==> config.mk <==
export PLATFORM = sky130hd
export DESIGN_NAME = fifo_uart_tx_flat
export DESIGN_NICKNAME = d
export VERILOG_FILES = /design/src/rtl/fifo_uart_tx_pkg.sv /design/src/rtl/fifo_uart_tx_if.sv /design/src/rtl/fifo_uart_tx_baud_counter.sv /design/src/rtl/fifo_uart_tx.sv /design/src/flat_wrapper.sv
export SDC_FILE = /design/constraint.sdc
export NUM_CORES = 1
export LEC_CHECK = 0
export ABC_AREA = 1
export CAP_MARGIN = 20
export CORE_UTILIZATION = 56
export DETAILED_ROUTE_END_ITERATION = 8
export PLACE_DENSITY = 0.8
export SLEW_MARGIN = 5
export SYNTH_ARGS = -nofsm -noshare
export SYNTH_HDL_FRONTEND = slang
export SYNTH_SLANG_ARGS = --single-unit
==> constraint.sdc <==
create_clock -name clk -period 2.9 [get_ports clk]
set_input_delay 0.435 -clock clk [delete_from_list [all_inputs] [get_ports clk]]
set_output_delay 0.435 -clock clk [all_outputs]
set_load 0.005 [all_outputs]
==> src/rtl/fifo_uart_tx_pkg.sv <==
// Shared types and constants for the FIFO-fed UART transmitter.
// The frame FSM states and the parity-type encoding live here.
package fifo_uart_tx_pkg;

    typedef enum logic [2:0] {
        ST_IDLE   = 3'd0,
        ST_START  = 3'd1,
        ST_DATA   = 3'd2,
        ST_PARITY = 3'd3,
        ST_STOP   = 3'd4
    } tx_state_e;

    localparam logic PAR_EVEN = 1'b0;
    localparam logic PAR_ODD  = 1'b1;

    function automatic logic [7:0] eff_prescale8(input logic [7:0] p);
        return (p == 8'd0) ? 8'd1 : p;
    endfunction

endpackage

==> src/rtl/fifo_uart_tx_if.sv <==
// Read-side FIFO port: empty flag, head word and pop strobe.
// master is the FIFO, slave is the single reader.
interface fifo_uart_tx_if #(
    parameter int DATA_WIDTH = 8
);
    logic                  fifo_empty;
    logic [DATA_WIDTH-1:0] fifo_rd_data;
    logic                  fifo_rd_inc;

    modport master (
        output fifo_empty,
        output fifo_rd_data,
        input  fifo_rd_inc
    );

    modport slave (
        input  fifo_empty,
        input  fifo_rd_data,
        output fifo_rd_inc
    );
endinterface

==> src/rtl/fifo_uart_tx_baud_counter.sv <==
// Bit-time counter: counts 0..P-1 and flags the last cycle of each bit.
// Cleared on every pop so a new frame always starts on a fresh bit.
module tx_baud_counter #(
    parameter int PRESCALE_WIDTH = 8
) (
    input  logic                      clk,
    input  logic                      rst,
    input  logic                      clr,
    input  logic                      en,
    input  logic [PRESCALE_WIDTH-1:0] prescale,
    output logic                      bit_last
);

    logic [PRESCALE_WIDTH-1:0] cnt_q;
    logic [PRESCALE_WIDTH-1:0] cnt_d;

    assign bit_last = (cnt_q == prescale - PRESCALE_WIDTH'(1));

    always_comb begin
        cnt_d = cnt_q;
        if (clr) begin
            cnt_d = '0;
        end else if (en) begin
            cnt_d = bit_last ? '0 : cnt_q + PRESCALE_WIDTH'(1);
        end
    end

    always_ff @(posedge clk) begin
        if (rst) begin
            cnt_q <= '0;
        end else begin
            cnt_q <= cnt_d;
        end
    end

endmodule

==> src/rtl/fifo_uart_tx.sv <==
// UART frame serializer fed directly from the read side of a FIFO.
// Pops a word when idle or at the end of a stop bit, then shifts it out.
module fifo_uart_tx
    import fifo_uart_tx_pkg::*;
#(
    parameter int DATA_WIDTH     = 8,
    parameter int PRESCALE_WIDTH = 8
) (
    input  logic                      clk,
    input  logic                      rst,
    fifo_uart_tx_if.slave             fifo,
    input  logic                      par_en,
    input  logic                      par_typ,
    input  logic [PRESCALE_WIDTH-1:0] prescale,
    output logic                      tx_out,
    output logic                      busy
);

    localparam int BIT_W = (DATA_WIDTH > 1) ? $clog2(DATA_WIDTH) : 1;
    localparam logic [BIT_W-1:0] LAST_BIT = BIT_W'(DATA_WIDTH - 1);

    tx_state_e                 state_q;
    tx_state_e                 state_d;
    logic [BIT_W-1:0]          bit_q;
    logic [BIT_W-1:0]          bit_d;
    logic [DATA_WIDTH-1:0]     data_q;
    logic [DATA_WIDTH-1:0]     data_d;
    logic                      par_bit_q;
    logic                      par_bit_d;
    logic                      par_en_q;
    logic                      par_en_d;
    logic [PRESCALE_WIDTH-1:0] pre_q;
    logic [PRESCALE_WIDTH-1:0] pre_d;
    logic                      tx_q;
    logic                      tx_d;
    logic                      busy_q;
    logic                      busy_d;

    logic pop;
    logic bit_last;
    logic cnt_en;

    // A pop is only legal at a frame boundary and never under reset.
    assign pop = ((state_q == ST_IDLE) ||
                  ((state_q == ST_STOP) && bit_last)) &&
                 !fifo.fifo_empty && !rst;

    assign fifo.fifo_rd_inc = pop;
    assign cnt_en = (state_q != ST_IDLE);

    tx_baud_counter #(
        .PRESCALE_WIDTH(PRESCALE_WIDTH)
    ) u_baud (
        .clk      (clk),
        .rst      (rst),
        .clr      (pop),
        .en       (cnt_en),
        .prescale (pre_q),
        .bit_last (bit_last)
    );

    always_ff @(posedge clk) begin
        if (rst) begin
            state_q   <= ST_IDLE;
            bit_q     <= '0;
            data_q    <= '0;
            par_bit_q <= 1'b0;
            par_en_q  <= 1'b0;
            pre_q     <= PRESCALE_WIDTH'(1);
            tx_q      <= 1'b1;
            busy_q    <= 1'b0;
        end else begin
            state_q   <= state_d;
            bit_q     <= bit_d;
            data_q    <= data_d;
            par_bit_q <= par_bit_d;
            par_en_q  <= par_en_d;
            pre_q     <= pre_d;
            tx_q      <= tx_d;
            busy_q    <= busy_d;
        end
    end

    always_comb begin
        state_d   = state_q;
        bit_d     = bit_q;
        data_d    = data_q;
        par_bit_d = par_bit_q;
        par_en_d  = par_en_q;
        pre_d     = pre_q;

        if (pop) begin
            data_d    = fifo.fifo_rd_data;
            par_bit_d = (^fifo.fifo_rd_data) ^ (par_typ == PAR_ODD);
            par_en_d  = par_en;
            pre_d     = (prescale == '0) ? PRESCALE_WIDTH'(1) : prescale;
        end

        unique case (state_q)
            ST_IDLE: begin
                if (pop) begin
                    state_d = ST_START;
                end
            end
            ST_START: begin
                if (bit_last) begin
                    state_d = ST_DATA;
                    bit_d   = '0;
                end
            end
            ST_DATA: begin
                if (bit_last) begin
                    if (bit_q == LAST_BIT) begin
                        state_d = par_en_q ? ST_PARITY : ST_STOP;
                        bit_d   = '0;
                    end else begin
                        bit_d = bit_q + BIT_W'(1);
                    end
                end
            end
            ST_PARITY: begin
                if (bit_last) begin
                    state_d = ST_STOP;
                end
            end
            ST_STOP: begin
                if (bit_last) begin
                    state_d = pop ? ST_START : ST_IDLE;
                end
            end
            default: begin
                state_d = ST_IDLE;
            end
        endcase
    end

    // Line level is registered from the next state so it lines up with it.
    always_comb begin
        tx_d   = 1'b1;
        busy_d = (state_d != ST_IDLE);
        unique case (state_d)
            ST_IDLE:   tx_d = 1'b1;
            ST_START:  tx_d = 1'b0;
            ST_DATA:   tx_d = data_d[bit_d];
            ST_PARITY: tx_d = par_bit_d;
            ST_STOP:   tx_d = 1'b1;
            default:   tx_d = 1'b1;
        endcase
    end

    assign tx_out = tx_q;
    assign busy   = busy_q;

endmodule
==> src/flat_wrapper.sv <==
// flat-port wrapper written by rule: the top's interface ports become plain ports
module fifo_uart_tx_flat import fifo_uart_tx_pkg::*;
#(
    parameter int DATA_WIDTH     = 8,
    parameter int PRESCALE_WIDTH = 8
)
  (clk, rst, par_en, par_typ, prescale, tx_out, busy, fifo_fifo_empty, fifo_fifo_rd_data, fifo_fifo_rd_inc);
  fifo_uart_tx_if #(.DATA_WIDTH(DATA_WIDTH)) fifo_i ();
  input  logic clk;
  input  logic rst;
  input  logic par_en;
  input  logic par_typ;
  input  logic [PRESCALE_WIDTH-1:0] prescale;
  output logic tx_out;
  output logic busy;
  input wire logic [$bits(fifo_i.fifo_empty)-1:0] fifo_fifo_empty;
  input wire logic [$bits(fifo_i.fifo_rd_data)-1:0] fifo_fifo_rd_data;
  output wire logic [$bits(fifo_i.fifo_rd_inc)-1:0] fifo_fifo_rd_inc;
  assign fifo_i.fifo_empty = fifo_fifo_empty;
  assign fifo_i.fifo_rd_data = fifo_fifo_rd_data;
  assign fifo_fifo_rd_inc = fifo_i.fifo_rd_inc;
  fifo_uart_tx #(.DATA_WIDTH(DATA_WIDTH), .PRESCALE_WIDTH(PRESCALE_WIDTH)) u_core (.clk(clk), .rst(rst), .fifo(fifo_i), .par_en(par_en), .par_typ(par_typ), .prescale(prescale), .tx_out(tx_out), .busy(busy));
endmodule
After elaboration in Yosys (flattened, before gate mapping)
Index checks and enable logic that the tools add are counted.
{"block": "totals", "register_bits": 34, "inputBits": 21, "out_inout_bits": 3, "word_cells": 55}
{"block": "op_classes", "n_addsub": 3, "magnitude_cmp": 1, "n_eq_ne": 9, "mux": 20, "bitwise_logic": 1, "reduce_logical": 12}
{"operator": "$mux W3", "n": 10}
{"operator": "$mux W8", "n": 3}
{"operator": "$pmux W3 S5", "n": 1}
{"operator": "$eq A3 B2 Y1 const B", "n": 4}
{"operator": "$add A8 B1 Y8 const B", "n": 1}
{"operator": "$eq A8 B8 Y1", "n": 1}
{"operator": "$logic_not A8 Y1", "n": 1}
{"operator": "$reduce_xor A8 Y1", "n": 1}
{"operator": "$sub A8 B1 Y8 const B", "n": 1}
{"operator": "$eq A3 B1 Y1 const B", "n": 2}
{"operator": "$eq A3 B3 Y1 const B", "n": 2}
{"operator": "$pmux W3 S2", "n": 1}
{"operator": "$reduce_bool A3 Y1", "n": 2}
{"operator": "$lt A3 B4 Y1 const B", "n": 1}
{"operator": "$add A3 B1 Y3 const B", "n": 1}
{"operator": "$bmux W1 S3", "n": 1}
{"operator": "$logic_and A1 B1 Y1", "n": 3}
{"operator": "$logic_not A3 Y1", "n": 1}
{"operator": "$mux W1", "n": 3}
{"operator": "$pmux W1 S3", "n": 1}
{"operator": "$logic_not A1 Y1", "n": 2}
{"operator": "$reduce_or A2 Y1", "n": 1}
{"operator": "$logic_or A1 B1 Y1", "n": 1}
{"operator": "$xor A1 B1 Y1", "n": 1}

Longest topological paths before layout
Gate-level depths: netlist of the first run.
{"block": "logic_depth", "depth_word": 11, "mapped_depth": 20, "ltp_nobuf": 20}

Cells and area by module
Synthesis of the first run repeated with hierarchy kept, for this count alone.
{"block": "hier_totals", "hier_cells": 315, "area_unflattened_um2": 2097.0}
{"module": "fifo_uart_tx", "n_inst": 1, "cells_each": 203, "area_per_inst_um2": 1406.3, "seq_area_each_um2": 520.5}
{"module": "tx_baud_counter", "n_inst": 1, "cells_each": 112, "area_per_inst_um2": 690.7, "seq_area_each_um2": 160.2}

Least setup slack after synthesis of the first run
No wires, ideal clock.
{"block": "synth_path", "kind": "register -> register", "from": "register u_core.pre_q[0]", "to": "register u_core.tx_q, in the netlist u_core.tx_out", "setup_ns": 0.113, "arrival_time_ns": 2.020, "required_time_ns": 2.787, "path_slack_ns": 0.767, "path_stages_with_launch": 20, "path_buffers": 1, "period_less_slack_ns": 2.133, "path_cell_list": "dfxtp_1 -> inv_2 -> ha_1 -> inv_1 -> nand2_1 -> nand2_1 -> nand2_1 -> nor2_1 -> nand3_1 -> nor2_2 -> nand3_4 -> nand2_4 -> buf_4 -> nand4_1 -> nand3_1 -> nand3_1 -> nand2_1 -> nand2_1 -> nand3_1 -> nand2_1"}
{"block": "synth_via", "elab_chain_cells": 11, "word_cells_on_any_way": 24, "cone_classes": "add/sub (1); eq/ne (4); mux (15); reduce/logical (4)"}
{"item": "start, declared", "line_no": "fifo_uart_tx.sv:32", "rtl": "logic [PRESCALE_WIDTH-1:0] pre_q;"}
{"item": "start signal, assigned", "line_no": "fifo_uart_tx.sv:78", "rtl": "pre_q <= pre_d;"}
{"item": "$sub A8 B1 Y8 (*)", "line_no": "fifo_uart_tx_baud_counter.sv:17", "rtl": "assign bit_last = (cnt_q == prescale - PRESCALE_WIDTH'(1));"}
{"item": "$eq A8 B8 Y1 (*)", "line_no": "fifo_uart_tx_baud_counter.sv:17"}
{"item": "$logic_and A1 B1 Y1", "line_no": "fifo_uart_tx.sv:45", "rtl": "((state_q == ST_STOP) && bit_last)) &&"}
{"item": "$logic_or A1 B1 Y1", "line_no": "fifo_uart_tx.sv:44", "rtl": "assign pop = ((state_q == ST_IDLE) ||"}
{"item": "$logic_and A1 B1 Y1", "line_no": "fifo_uart_tx.sv:45"}
{"item": "$logic_and A1 B1 Y1", "line_no": "fifo_uart_tx.sv:46", "rtl": "!fifo.fifo_empty && !rst;"}
{"item": "$mux W1", "line_no": "fifo_uart_tx.sv:128", "rtl": "state_d = pop ? ST_START : ST_IDLE;"}
{"item": "$mux W3", "line_no": "fifo_uart_tx.sv:127", "rtl": "if (bit_last) begin"}
{"item": "$pmux W3 S5", "line_no": "fifo_uart_tx.sv:99", "rtl": "unique case (state_q)"}
{"item": "$eq A3 B2 Y1 / $eq A3 B1 Y1 (equally long branches)", "line_no": "fifo_uart_tx.sv:141", "rtl": "unique case (state_d)"}
{"item": "$pmux W1 S3 (*)", "line_no": "fifo_uart_tx.sv:141"}
{"item": "end signal, assigned", "line_no": "fifo_uart_tx.sv:79", "rtl": "tx_q <= tx_d;"}
{"item": "end, declared", "line_no": "fifo_uart_tx.sv:34", "rtl": "logic tx_q;"}
Mark *: on every way between the ends. The rest lies on a longest branch, timed or not. The select of a mux whose other input is x is not followed.
A chain may end at the register's enable or synchronous reset.

Final worst setup path of the first run
{"block": "layout_path", "from": "register u_core.pre_q[0]", "to": "output fifo_fifo_rd_inc"}
{"block": "layout_via", "elab_chain_cells": 6}
{"item": "$sub A8 B1 Y8", "line_no": "fifo_uart_tx_baud_counter.sv:17"}
{"item": "$eq A8 B8 Y1", "line_no": "fifo_uart_tx_baud_counter.sv:17"}
{"item": "$logic_and A1 B1 Y1", "line_no": "fifo_uart_tx.sv:45"}
{"item": "$logic_or A1 B1 Y1", "line_no": "fifo_uart_tx.sv:44"}
{"item": "$logic_and A1 B1 Y1", "line_no": "fifo_uart_tx.sv:45"}
{"item": "$logic_and A1 B1 Y1", "line_no": "fifo_uart_tx.sv:46"}
{"item": "end, declared", "line_no": "flat_wrapper.sv:18", "rtl": "output wire logic [$bits(fifo_i.fifo_rd_inc)-1:0] fifo_fifo_rd_inc;"}
No other way between the ends.

==> flow_summary.html, run 1 <==
<table>
<tr><th>Metric</th><th>Value</th></tr>
<tr><th colspan="2">Clock tree</th></tr>
<tr><td>Sinks on the clock net</td><td>34</td></tr>
<tr><td>Register clock-pin slew on the reported worst setup and hold paths</td><td>0.08 ns</td></tr>
<tr><td>CTS Root Cell</td><td>clkbuf_8</td></tr>
<tr><td>Number of buffers between clock root and the deepest sink</td><td>2</td></tr>
<tr><td>Clock Latency Late Sink</td><td>0.29 ns</td></tr>
<tr><td>CTS tree</td><td>built</td></tr>
<tr><td>Total CTS buffers</td><td>5</td></tr>
<tr><td>Number of H-tree branching levels</td><td>2</td></tr>
<tr><td>Number of buffers inserted by hold repair at cts</td><td>0</td></tr>
<tr><th colspan="2">STA</th></tr>
<tr><td>Setup Total Neg Slack</td><td>0 ns</td></tr>
<tr><td>Unrepaired setup endpoints after global routing</td><td>no</td></tr>
<tr><td>Worst-case clock skew</td><td>0.0112 ns</td></tr>
<tr><td>Post-layout min period</td><td>2.81 ns</td></tr>
<tr><td>Tightest Pin Transition</td><td>0.481 ns</td></tr>
<tr><td>Count of final setup violators</td><td>0</td></tr>
<tr><td>Final clock period utilization by the worst path</td><td>96.8%</td></tr>
<tr><td>F_max</td><td>356 MHz</td></tr>
<tr><td>Number of failing hold endpoints at the final stage</td><td>0</td></tr>
<tr><td>Worst slack on hold paths</td><td>0.485 ns</td></tr>
<tr><td>Worst max-slew margin expressed relative to the limit</td><td>67.6%</td></tr>
<tr><td>Pins over their slew limit</td><td>0</td></tr>
<tr><th colspan="2">Setup path</th></tr>
<tr><td>Required time at the worst-slack endpoint</td><td>2.47 ns</td></tr>
<tr><td>Setup slack of the most critical reg-to-reg path</td><td>0.47 ns</td></tr>
<tr><td>Data arrival time of the critical path</td><td>approximately 2.4 ns</td></tr>
<tr><td>Sort of element at the start of the critical path</td><td>register</td></tr>
<tr><td>Critical setup path kind</td><td>register to output pin</td></tr>
<tr><td>Critical path capture point type</td><td>output pin</td></tr>
<tr><td>Maximum fanout along the worst path</td><td>5</td></tr>
<tr><th colspan="2">Detailed routing</th></tr>
<tr><td>Detail Route Antenna Nets</td><td>0</td></tr>
<tr><td>Detailed-route via count</td><td>2074</td></tr>
<tr><td>Total wire length after detailed routing</td><td>4.72 mm</td></tr>
<tr><td>Routed wirelength normalized by instance count</td><td>11.5 microns</td></tr>
<tr><td>Final routed DRC violation total</td><td>0</td></tr>
<tr><td>Initial DRC Count</td><td>180</td></tr>
<tr><td>Pre-Repair DR Iteration Count</td><td>4</td></tr>
<tr><td>Drt via density</td><td>about 5</td></tr>
<tr><th colspan="2">GRT</th></tr>
<tr><td>GRT Resource Usage Total</td><td>26.2%</td></tr>
<tr><td>Initial antenna violation count</td><td>0</td></tr>
<tr><td>Pin count of the biggest net entering global routing</td><td>17</td></tr>
<tr><td>Via count of the first global-routing pass</td><td>approximately 1800</td></tr>
<tr><td>Total congestion overflow</td><td>0</td></tr>
<tr><td>Global-route wire length before repair</td><td>around 8.2 mm</td></tr>
<tr><th colspan="2">Pwr</th></tr>
<tr><td>Maximum resistive drop on vdd</td><td>0.395 mV</td></tr>
<tr><td>Cell internal power dissipation</td><td>slightly below 0.9 mW</td></tr>
<tr><td>Total power per unit cell area</td><td>486 nW/um^2</td></tr>
<tr><td>Combinational share of power</td><td>24.6%</td></tr>
<tr><td>Static power due to leakage</td><td>1.24 nW</td></tr>
<tr><td>Switching component of the power</td><td>0.376 mW</td></tr>
<tr><td>Total chip power</td><td>1.25 mW</td></tr>
<tr><td>Sw Share</td><td>30.0%</td></tr>
<tr><td>Sequential cell fraction of total power</td><td>between 40% and 50%</td></tr>
<tr><td>Part of the total power dissipated in the clock network</td><td>34.4%</td></tr>
<tr><th colspan="2">Logic synthesis</th></tr>
<tr><td>Number of synthesized flops with an enable pin</td><td>0</td></tr>
<tr><td>Cell variety after synth</td><td>30</td></tr>
<tr><td>Synthesized net count</td><td>roughly 350</td></tr>
<tr><td>Dominant cells by area after synthesis</td><td>dfxtp_1 (32%), nand2_1 (13%), inv_1 (10%)</td></tr>
<tr><td>Synthesized instance count</td><td>between 300 and 400</td></tr>
<tr><td>Synthesis Warnings</td><td>0</td></tr>
<tr><td>Dominant synthesized flop cell</td><td>dfxtp_1</td></tr>
<tr><td>Cell accounting for the most synthesized area</td><td>dfxtp_1</td></tr>
<tr><td>Sequential share of the synthesized area</td><td>32.2%</td></tr>
<tr><td>Proportion of synthesized flip-flops having asynchronous set or reset</td><td>0%</td></tr>
<tr><td>Area share of the largest cell type after synthesis</td><td>about 32%</td></tr>
<tr><td>Post-Synthesis Cell Area</td><td>~2100 sq um</td></tr>
<tr><td>FF+latch count, synth</td><td>34</td></tr>
<tr><td>Average cell area after synthesis</td><td>6.42 sq um</td></tr>
<tr><th colspan="2">Floorplanning</th></tr>
<tr><td>Rows</td><td>21</td></tr>
<tr><td>I/O pin total</td><td>24</td></tr>
<tr><td>Vertical die dimension</td><td>63.4 microns</td></tr>
<tr><td>Core Area</td><td>3470 sq um</td></tr>
<tr><td>Chip Width</td><td>~63 microns</td></tr>
<tr><td>Die ar.</td><td>~4000 sq um</td></tr>
<tr><td>Effective utilization at floorplan</td><td>60.9%</td></tr>
<tr><th colspan="2">Worst hold path</th></tr>
<tr><td>Min-Delay Path Class</td><td>register to register</td></tr>
<tr><th colspan="2">Final layout</th></tr>
<tr><td>FILL cells</td><td>about 290</td></tr>
<tr><td>Final core area utilization</td><td>74.2%</td></tr>
<tr><td># diodes</td><td>0</td></tr>
<tr><td>Nets@finish</td><td>~390</td></tr>
<tr><td>Share of post-route cells with drive strength above 1</td><td>11.5%</td></tr>
<tr><td>Relative area change from synthesis to final layout</td><td>21.9%</td></tr>
<tr><th colspan="2">Placed design</th></tr>
<tr><td>Dpl hpwl</td><td>3.51 mm</td></tr>
<tr><td>Global placer's final weighted congestion</td><td>approximately 0.93</td></tr>
<tr><td>Count of port buffers added during placement</td><td>23</td></tr>
<tr><th colspan="2">Run</th></tr>
<tr><td>Count of maximum capacitance violations</td><td>0</td></tr>
<tr><th colspan="2">Run status</th></tr>
<tr><td>Result of the run</td><td>finished clean</td></tr>
</table>
-- per-layer routing --
| metal | share of wire, % | track usage (%) | vias to the layer above |
|---|---|---|---|
| met3 | 6.6 | 5.62 | 6 |
| met5 | 0 | 0 | - |
| li1 | - | - | 1093 |
| met4 | 1.3 | 8.52 | 0 |
| met2 | 42 | 39.4 | 66 |
| met1 | 50 | 36.9 | 909 |
-- worst paths after layout --
check | start | endpoint | cells past startpoint
worst max register to register | u_core.pre_q[0]$_SDFFE_PP1P_ | u_core.tx_out$_SDFF_PP1_ | 20
worst min register to register | u_core.par_en_q$_SDFFE_PP0P_ | u_core.par_en_q$_SDFFE_PP0P_ | 2
worst min-delay path | u_core.par_en_q$_SDFFE_PP0P_ | u_core.par_en_q$_SDFFE_PP0P_ | 2
worst max-delay path | u_core.pre_q[0]$_SDFFE_PP1P_ | fifo_fifo_rd_inc | 14
-- registers in the layout, indices dropped and copies added, names as in the netlist --
signal / count
u_core.pre_q: 8
u_core.busy: 1
u_core.u_baud.cnt_q: 8
u_core.tx_out: 1
u_core.state_q: 3
u_core.data_q: 8
u_core.par_bit_q: 1
u_core.bit_q: 3
u_core.par_en_q: 1
-- power groups by stage --
stage	clock network, mW	registers [mW]	logic, mW
2_1_floorplan	0	0.519	0.203
3_3_place_gp	0	0.523	0.282
3_5_place_dp	0	0.523	0.286
4_1_cts	0.434	0.512	0.301
5_1_grt	0.454	0.516	0.348
6_report	0.430	0.513	0.308
-- cell usage in the layout, fill, tap and decap left out, drive strengths merged --
| master | n |
|---|---|
| dfxtp | 34 |
| nand4 | 12 |
| nor3b | 3 |
| o32ai | 1 |
| nor3 | 3 |
| o211ai | 1 |
| nor4 | 1 |
| a21oi | 3 |
| o22ai | 3 |
| and2 | 1 |
| clkinv | 2 |
| bufinv | 1 |
| clkdlybuf4s50 | 23 |
| buf | 9 |
| inv | 63 |
| xor2 | 7 |
| clkbuf | 5 |
| nand3 | 35 |
| ha | 4 |
| a211oi | 1 |
| o21ai | 9 |
| nor2 | 58 |
| xnor2 | 7 |
| a22o | 1 |
| nand2 | 77 |
-- Yosys cell counts, drive strengths merged (2+ instances only) --
cell and instances:
a21oi 3, buf 2, clkbuf 3, dfxtp 34
ha 4, inv 63, nand2 77, nand3 35
nand4 12, nor2 58, nor3 3, nor3b 3
o21ai 9, o22ai 3, xnor2 7, xor2 7
-- worst max-delay path, stage by stage, from the launching register on --
cell and delay, ns:
dfxtp_2 0.35, inv_4 0.05, ha_4 0.23, inv_1 0.07
nand2_1 0.05, nand2_1 0.06, nand2_1 0.06, nor2_1 0.15
nand3_1 0.10, nor2_2 0.14, nand3_4 0.11, nand2_8 0.08
nand3_4 0.08, inv_4 0.06, clkdlybuf4s50_1 0.48
-- cell families after synthesis --
logic type | share of synthesized area (%)
xor+xnor | 5.81
simple gates | 41.4
buf+inv | 12.6
fa+ha+maj | 2.37
compound gates | 5.51
flops | 32.2
-- stage by stage --
| step | setup WS (ns) | std cells | area (sq um) |
|---|---|---|---|
| 2_1_floorplan | 0.767 | 329 | 2110 |
| 5_1_grt | 0.00481 | 410 | 2570 |
| 6_report | 0.0916 | 410 | 2570 |
| 3_3_place_gp | 0.182 | 397 | 2400 |
| 3_5_place_dp | 0.124 | 397 | 2400 |
| 4_1_cts | 0.0309 | 410 | 2560 |
-- timing repair --
item                                    CTS  global route
gates resized for setup                   4             2
endpoints found under the setup margin    1             1
pin swaps                                 2             2
buffers inserted                          5             0
-- area by class of cell --
cell class | instances | area [sq um] | area share, %
clock inverters | 3 | 40.0 | 1.56
flip-flops and latches | 34 | 683 | 26.5
multi-input cells | 227 | 1180 | 46.0
repair buffers | 32 | 298 | 11.6
inverters | 63 | 241 | 9.38
well taps | 46 | 57.6 | 2.24
clock buffers | 5 | 68.8 | 2.67
Power figures use the tool's default switching activity.
==> run 2, diff against run 1 <==
==> constraint.sdc (replaced) <==
create_clock -name clk -period 2.6 [get_ports clk]
set_input_delay 0.39 -clock clk [delete_from_list [all_inputs] [get_ports clk]]
set_output_delay 0.39 -clock clk [all_outputs]
set_load 0.005 [all_outputs]
==> run 2 against run 1 <==
Non-clock buffer count up 2. Largest power group unchanged. First-iteration DRC count down 33%. Critical path type unchanged. Global-route usage up 0.98 points. Critical endpoint unchanged. Clock-buffer cell count up 2. Die area unchanged. Via count down 1.2%. Cell count up 0.49%.
==> flow_summary.html, run 2 (synthesized netlist as in run 1, its figures left out) <==
<table>
<tr><th>Metric</th><th>Value</th></tr>
<tr><th colspan="2">Setup path</th></tr>
<tr><td>Worst reg2reg path endpoint</td><td>u_core.tx_out$_SDFF_PP1_</td></tr>
<tr><td>Cell with the most instances on the worst path</td><td>nand2_1</td></tr>
<tr><td>Maximum fanout along the worst path</td><td>3 (-2)</td></tr>
<tr><td>Data arrival time of the critical path</td><td>2.02 ns (-0.35 ns)</td></tr>
<tr><td>Crit path to</td><td>fifo_fifo_rd_inc</td></tr>
<tr><td>Sort of element at the start of the critical path</td><td>register</td></tr>
<tr><td>Worst R2R Path Depth</td><td>20 (unchanged)</td></tr>
<tr><td>Worst-path cell with the longest stage delay</td><td>dfxtp_2</td></tr>
<tr><td>Required time at the worst-slack endpoint</td><td>2.21 ns (-0.26 ns)</td></tr>
<tr><td>Critical setup path kind</td><td>register to output pin</td></tr>
<tr><td>Setup slack of the most critical reg-to-reg path</td><td>0.28 ns (-0.19 ns)</td></tr>
<tr><td>Critical path, cell by cell</td><td>inv_2 -&gt; ha_4 -&gt; inv_1 -&gt; nand2_1 -&gt; nand2_1 -&gt; nand2_1 -&gt; nor2_1 -&gt; nand3_1 -&gt; nor2_2 -&gt; nand3_4 -&gt; nand2_4 -&gt; nand3_4 -&gt; inv_2 -&gt; dlygate4sd2_1</td></tr>
<tr><td>Critical path capture point type</td><td>output pin</td></tr>
<tr><td>Launching instance or port of the critical path</td><td>u_core.pre_q[0]$_SDFFE_PP1P_</td></tr>
<tr><td>Startpoint of the lowest-slack register-to-register path</td><td>u_core.pre_q[0]$_SDFFE_PP1P_</td></tr>
<tr><td>Delay contributed by the slowest stage of the critical path</td><td>0.34 ns (-0.14 ns)</td></tr>
<tr><th colspan="2">Detailed routing</th></tr>
<tr><td>Pre-Repair DR Iteration Count</td><td>4 (unchanged)</td></tr>
<tr><td>Routed length on met1</td><td>2.46 mm (+4.2%)</td></tr>
<tr><td>Routed met3 length</td><td>189 microns (-39%)</td></tr>
<tr><td>Drt via density</td><td>4.98 (-1.6%)</td></tr>
<tr><td>Routed wirelength normalized by instance count</td><td>11.6 microns (+0.78%)</td></tr>
<tr><td>Total wire length after detailed routing</td><td>4.78 mm (+1.3%)</td></tr>
<tr><td>Detailed-route via count</td><td>2050 (-1.2%)</td></tr>
<tr><td>Final routed DRC violation total</td><td>0 (unchanged)</td></tr>
<tr><td>Initial DRC Count</td><td>121 (-33%)</td></tr>
<tr><td>Detail Route Antenna Nets</td><td>0 (unchanged)</td></tr>
<tr><td>Metal2 WL</td><td>2.09 mm (+5.2%)</td></tr>
<tr><td>Top layer in use</td><td>met4</td></tr>
<tr><th colspan="2">GRT</th></tr>
<tr><td>GRT Resource Usage Total</td><td>27.2% (+0.98 points)</td></tr>
<tr><td>Initial antenna violation count</td><td>0 (unchanged)</td></tr>
<tr><td>Total congestion overflow</td><td>0 (unchanged)</td></tr>
<tr><td>Global-route wire length before repair</td><td>8.64 mm (+5.0%)</td></tr>
<tr><td>Via count of the first global-routing pass</td><td>1963 (+6.3%)</td></tr>
<tr><td>Pin count of the biggest net entering global routing</td><td>17 (unchanged)</td></tr>
<tr><th colspan="2">STA</th></tr>
<tr><td>Worst-case setup margin in the final layout</td><td>0.190 ns (+0.0986 ns)</td></tr>
<tr><td>Setup Total Neg Slack</td><td>0 ns (unchanged)</td></tr>
<tr><td>Unrepaired setup endpoints after global routing</td><td>no</td></tr>
<tr><td>Worst-case clock skew</td><td>0.00636 ns (-0.00479 ns)</td></tr>
<tr><td>Pins over their slew limit</td><td>0 (unchanged)</td></tr>
<tr><td>Post-layout min period</td><td>2.41 ns</td></tr>
<tr><td>Final clock period utilization by the worst path</td><td>92.7%</td></tr>
<tr><td>Count of final setup violators</td><td>0 (unchanged)</td></tr>
<tr><td>Worst max-slew margin expressed relative to the limit</td><td>64.6% (-3.0 points)</td></tr>
<tr><td>Tightest Pin Transition</td><td>0.526 ns (+0.0451 ns)</td></tr>
<tr><td>F_max</td><td>415 MHz</td></tr>
<tr><td>Number of failing hold endpoints at the final stage</td><td>0 (unchanged)</td></tr>
<tr><th colspan="2">Clock tree</th></tr>
<tr><td>Number of H-tree branching levels</td><td>2 (unchanged)</td></tr>
<tr><td>Clock Latency Late Sink</td><td>0.29 ns (about the same)</td></tr>
<tr><td>Number of buffers between clock root and the deepest sink</td><td>2 (unchanged)</td></tr>
<tr><td>CTS tree</td><td>built</td></tr>
<tr><td>CTS Root Cell</td><td>clkbuf_8</td></tr>
<tr><td>Total CTS buffers</td><td>5 (unchanged)</td></tr>
<tr><td>Sinks on the clock net</td><td>34 (unchanged)</td></tr>
<tr><td>Number of buffers inserted by hold repair at cts</td><td>0 (unchanged)</td></tr>
<tr><td>Register clock-pin slew on the reported worst setup and hold paths</td><td>0.07 ns (about the same)</td></tr>
<tr><th colspan="2">Final layout</th></tr>
<tr><td># diodes</td><td>0 (unchanged)</td></tr>
<tr><td>Share of post-route cells with drive strength above 1</td><td>12.3% (+0.76 points)</td></tr>
<tr><td>Nets@finish</td><td>390 (+0.52%)</td></tr>
<tr><td>Biggest registers after layout</td><td>u_core.data_q (8), u_core.pre_q (8), u_core.u_baud.cnt_q (8)</td></tr>
<tr><td>Commonest non-fill, non-tap cells in the layout</td><td>nand2_1 (71), inv_1 (55), nor2_1 (51)</td></tr>
<tr><td>Final cell area excluding filler cells</td><td>2560 sq um (-0.68%)</td></tr>
<tr><td>Non-filler cells in the finished layout</td><td>412 (+0.49%)</td></tr>
<tr><td>Sequential standard cell area</td><td>683 sq um (unchanged)</td></tr>
<tr><td>Area used by multi-input combinational logic</td><td>1180 sq um (-0.74%)</td></tr>
<tr><td>FILL cells</td><td>304 (+5.6%)</td></tr>
<tr><td>Relative area change from synthesis to final layout</td><td>21.1%</td></tr>
<tr><td>Most common library cell in the layout ignoring fill and taps</td><td>nand2_1</td></tr>
<tr><th colspan="2">Run status</th></tr>
<tr><td>Result of the run</td><td>finished clean</td></tr>
<tr><th colspan="2">Floorplanning</th></tr>
<tr><td>I/O pin total</td><td>24 (unchanged)</td></tr>
<tr><td>Chip Width</td><td>63.4 microns (unchanged)</td></tr>
<tr><td>Effective utilization at floorplan</td><td>60.9% (unchanged)</td></tr>
<tr><td>Vertical die dimension</td><td>63.4 microns (unchanged)</td></tr>
<tr><td>Core Area</td><td>3470 sq um (unchanged)</td></tr>
<tr><td>Rows</td><td>21 (unchanged)</td></tr>
<tr><td>Die ar.</td><td>4020 sq um (unchanged)</td></tr>
<tr><th colspan="2">Pwr</th></tr>
<tr><td>Part of the total power dissipated in the clock network</td><td>30.5% (-3.9 points)</td></tr>
<tr><td>Sequential cell fraction of total power</td><td>43.4% (+2.4 points)</td></tr>
<tr><td>Switching component of the power</td><td>0.406 mW (+8.1%)</td></tr>
<tr><td>Maximum resistive drop on vdd</td><td>0.374 mV (-5.2%)</td></tr>
<tr><td>Total power per unit cell area</td><td>516 nW/um^2 (+6.0%)</td></tr>
<tr><td>Cell internal power dissipation</td><td>0.912 mW (+4.1%)</td></tr>
<tr><td>Total chip power</td><td>1.32 mW (+5.3%)</td></tr>
<tr><td>Sw Share</td><td>30.8% (+0.80 points)</td></tr>
<tr><td>Combinational share of power</td><td>26.1% (+1.5 points)</td></tr>
<tr><td>Static power due to leakage</td><td>1.25 nW (+0.43%)</td></tr>
<tr><th colspan="2">Placed design</th></tr>
<tr><td>Placed instance count</td><td>401 (+1.0%)</td></tr>
<tr><td>Count of port buffers added during placement</td><td>23 (unchanged)</td></tr>
<tr><td>Post-placement worst setup slack</td><td>0.0437 ns (-0.0807 ns)</td></tr>
<tr><td>Dpl hpwl</td><td>3.70 mm (+5.4%)</td></tr>
<tr><td>Global placer's final weighted congestion</td><td>0.929 (-0.48%)</td></tr>
<tr><td>Placement Cell Area</td><td>2430 sq um (+1.3%)</td></tr>
<tr><th colspan="2">Run</th></tr>
<tr><td>Count of maximum capacitance violations</td><td>0 (unchanged)</td></tr>
<tr><th colspan="2">Worst hold path</th></tr>
<tr><td>Min-Delay Path Class</td><td>register to register</td></tr>
</table>
-- run 2: cell count changes in the layout (fill, tap and decap cells not counted), sizes merged --
cell and change:
buf +2, bufinv -1, clkbuf +2, clkdlybuf4s50 -1, clkinv -1, dlygate4sd2 +1
-- run 2: through the flow --
step | utilization (%) | hold slack [ns]
global placement | 70.0 | 0.475
floorplan | - | 0.450
global route | 73.7 | 0.515
CTS | 73.7 | 0.495
detailed placement | 70.0 | 0.485
finish | 73.7 | 0.497
-- run 2: power by group through the flow --
stage          logic [mW]  clock network [mW]  registers, mW
2_1_floorplan       0.226                   0          0.579
3_3_place_gp        0.324                   0          0.583
3_5_place_dp        0.329                   0          0.584
4_1_cts             0.343               0.404          0.572
5_1_grt             0.390               0.425          0.575
6_report            0.344               0.401          0.572
-- run 2: worst min-delay path by stage --
stage	from	end	slack, ns	depth (start not counted)
after floorplan	u_core.par_en_q$_SDFFE_PP0P_	u_core.par_en_q$_SDFFE_PP0P_	0.45	2
after global placement	u_core.par_en_q$_SDFFE_PP0P_	u_core.par_en_q$_SDFFE_PP0P_	0.47	2
after detailed placement	u_core.par_en_q$_SDFFE_PP0P_	u_core.par_en_q$_SDFFE_PP0P_	0.49	2
after CTS	u_core.par_en_q$_SDFFE_PP0P_	u_core.par_en_q$_SDFFE_PP0P_	0.50	2
after global routing	u_core.par_en_q$_SDFFE_PP0P_	u_core.par_en_q$_SDFFE_PP0P_	0.52	2
final	u_core.par_en_q$_SDFFE_PP0P_	u_core.par_en_q$_SDFFE_PP0P_	0.50	2
-- run 2: timing repair --
item,4_1_cts,5_1_grt
endpoints found under the setup margin,1,1
setup buffers,3,0
pin swaps,3,0
gates resized for setup,5,2
-- run 2: critical path: cells and delay by family (launching register included) --
family                   cells  cell delay (ns)
flip-flops                   1             0.34
adder cells (fa/ha/maj)      1             0.24
buffers and inverters        4             0.40
AND/OR/NAND/NOR              9             0.76
-- run 2: final cells by class --
type	count	area share, %
timing repair buffer	34	12.2
tap	46	2.25
clock buffer	7	3.38
multi-input combinational	227	46.0
inverter	63	9.25
sequential	34	26.7
clock inverter	1	0.196
-- run 2: routing by layer --
layer	vias up	GRT usage [%]
li1	1106	-
met1	898	38.2
met2	41	42.4
met3	5	5.07
met4	0	6.82
met5	-	0
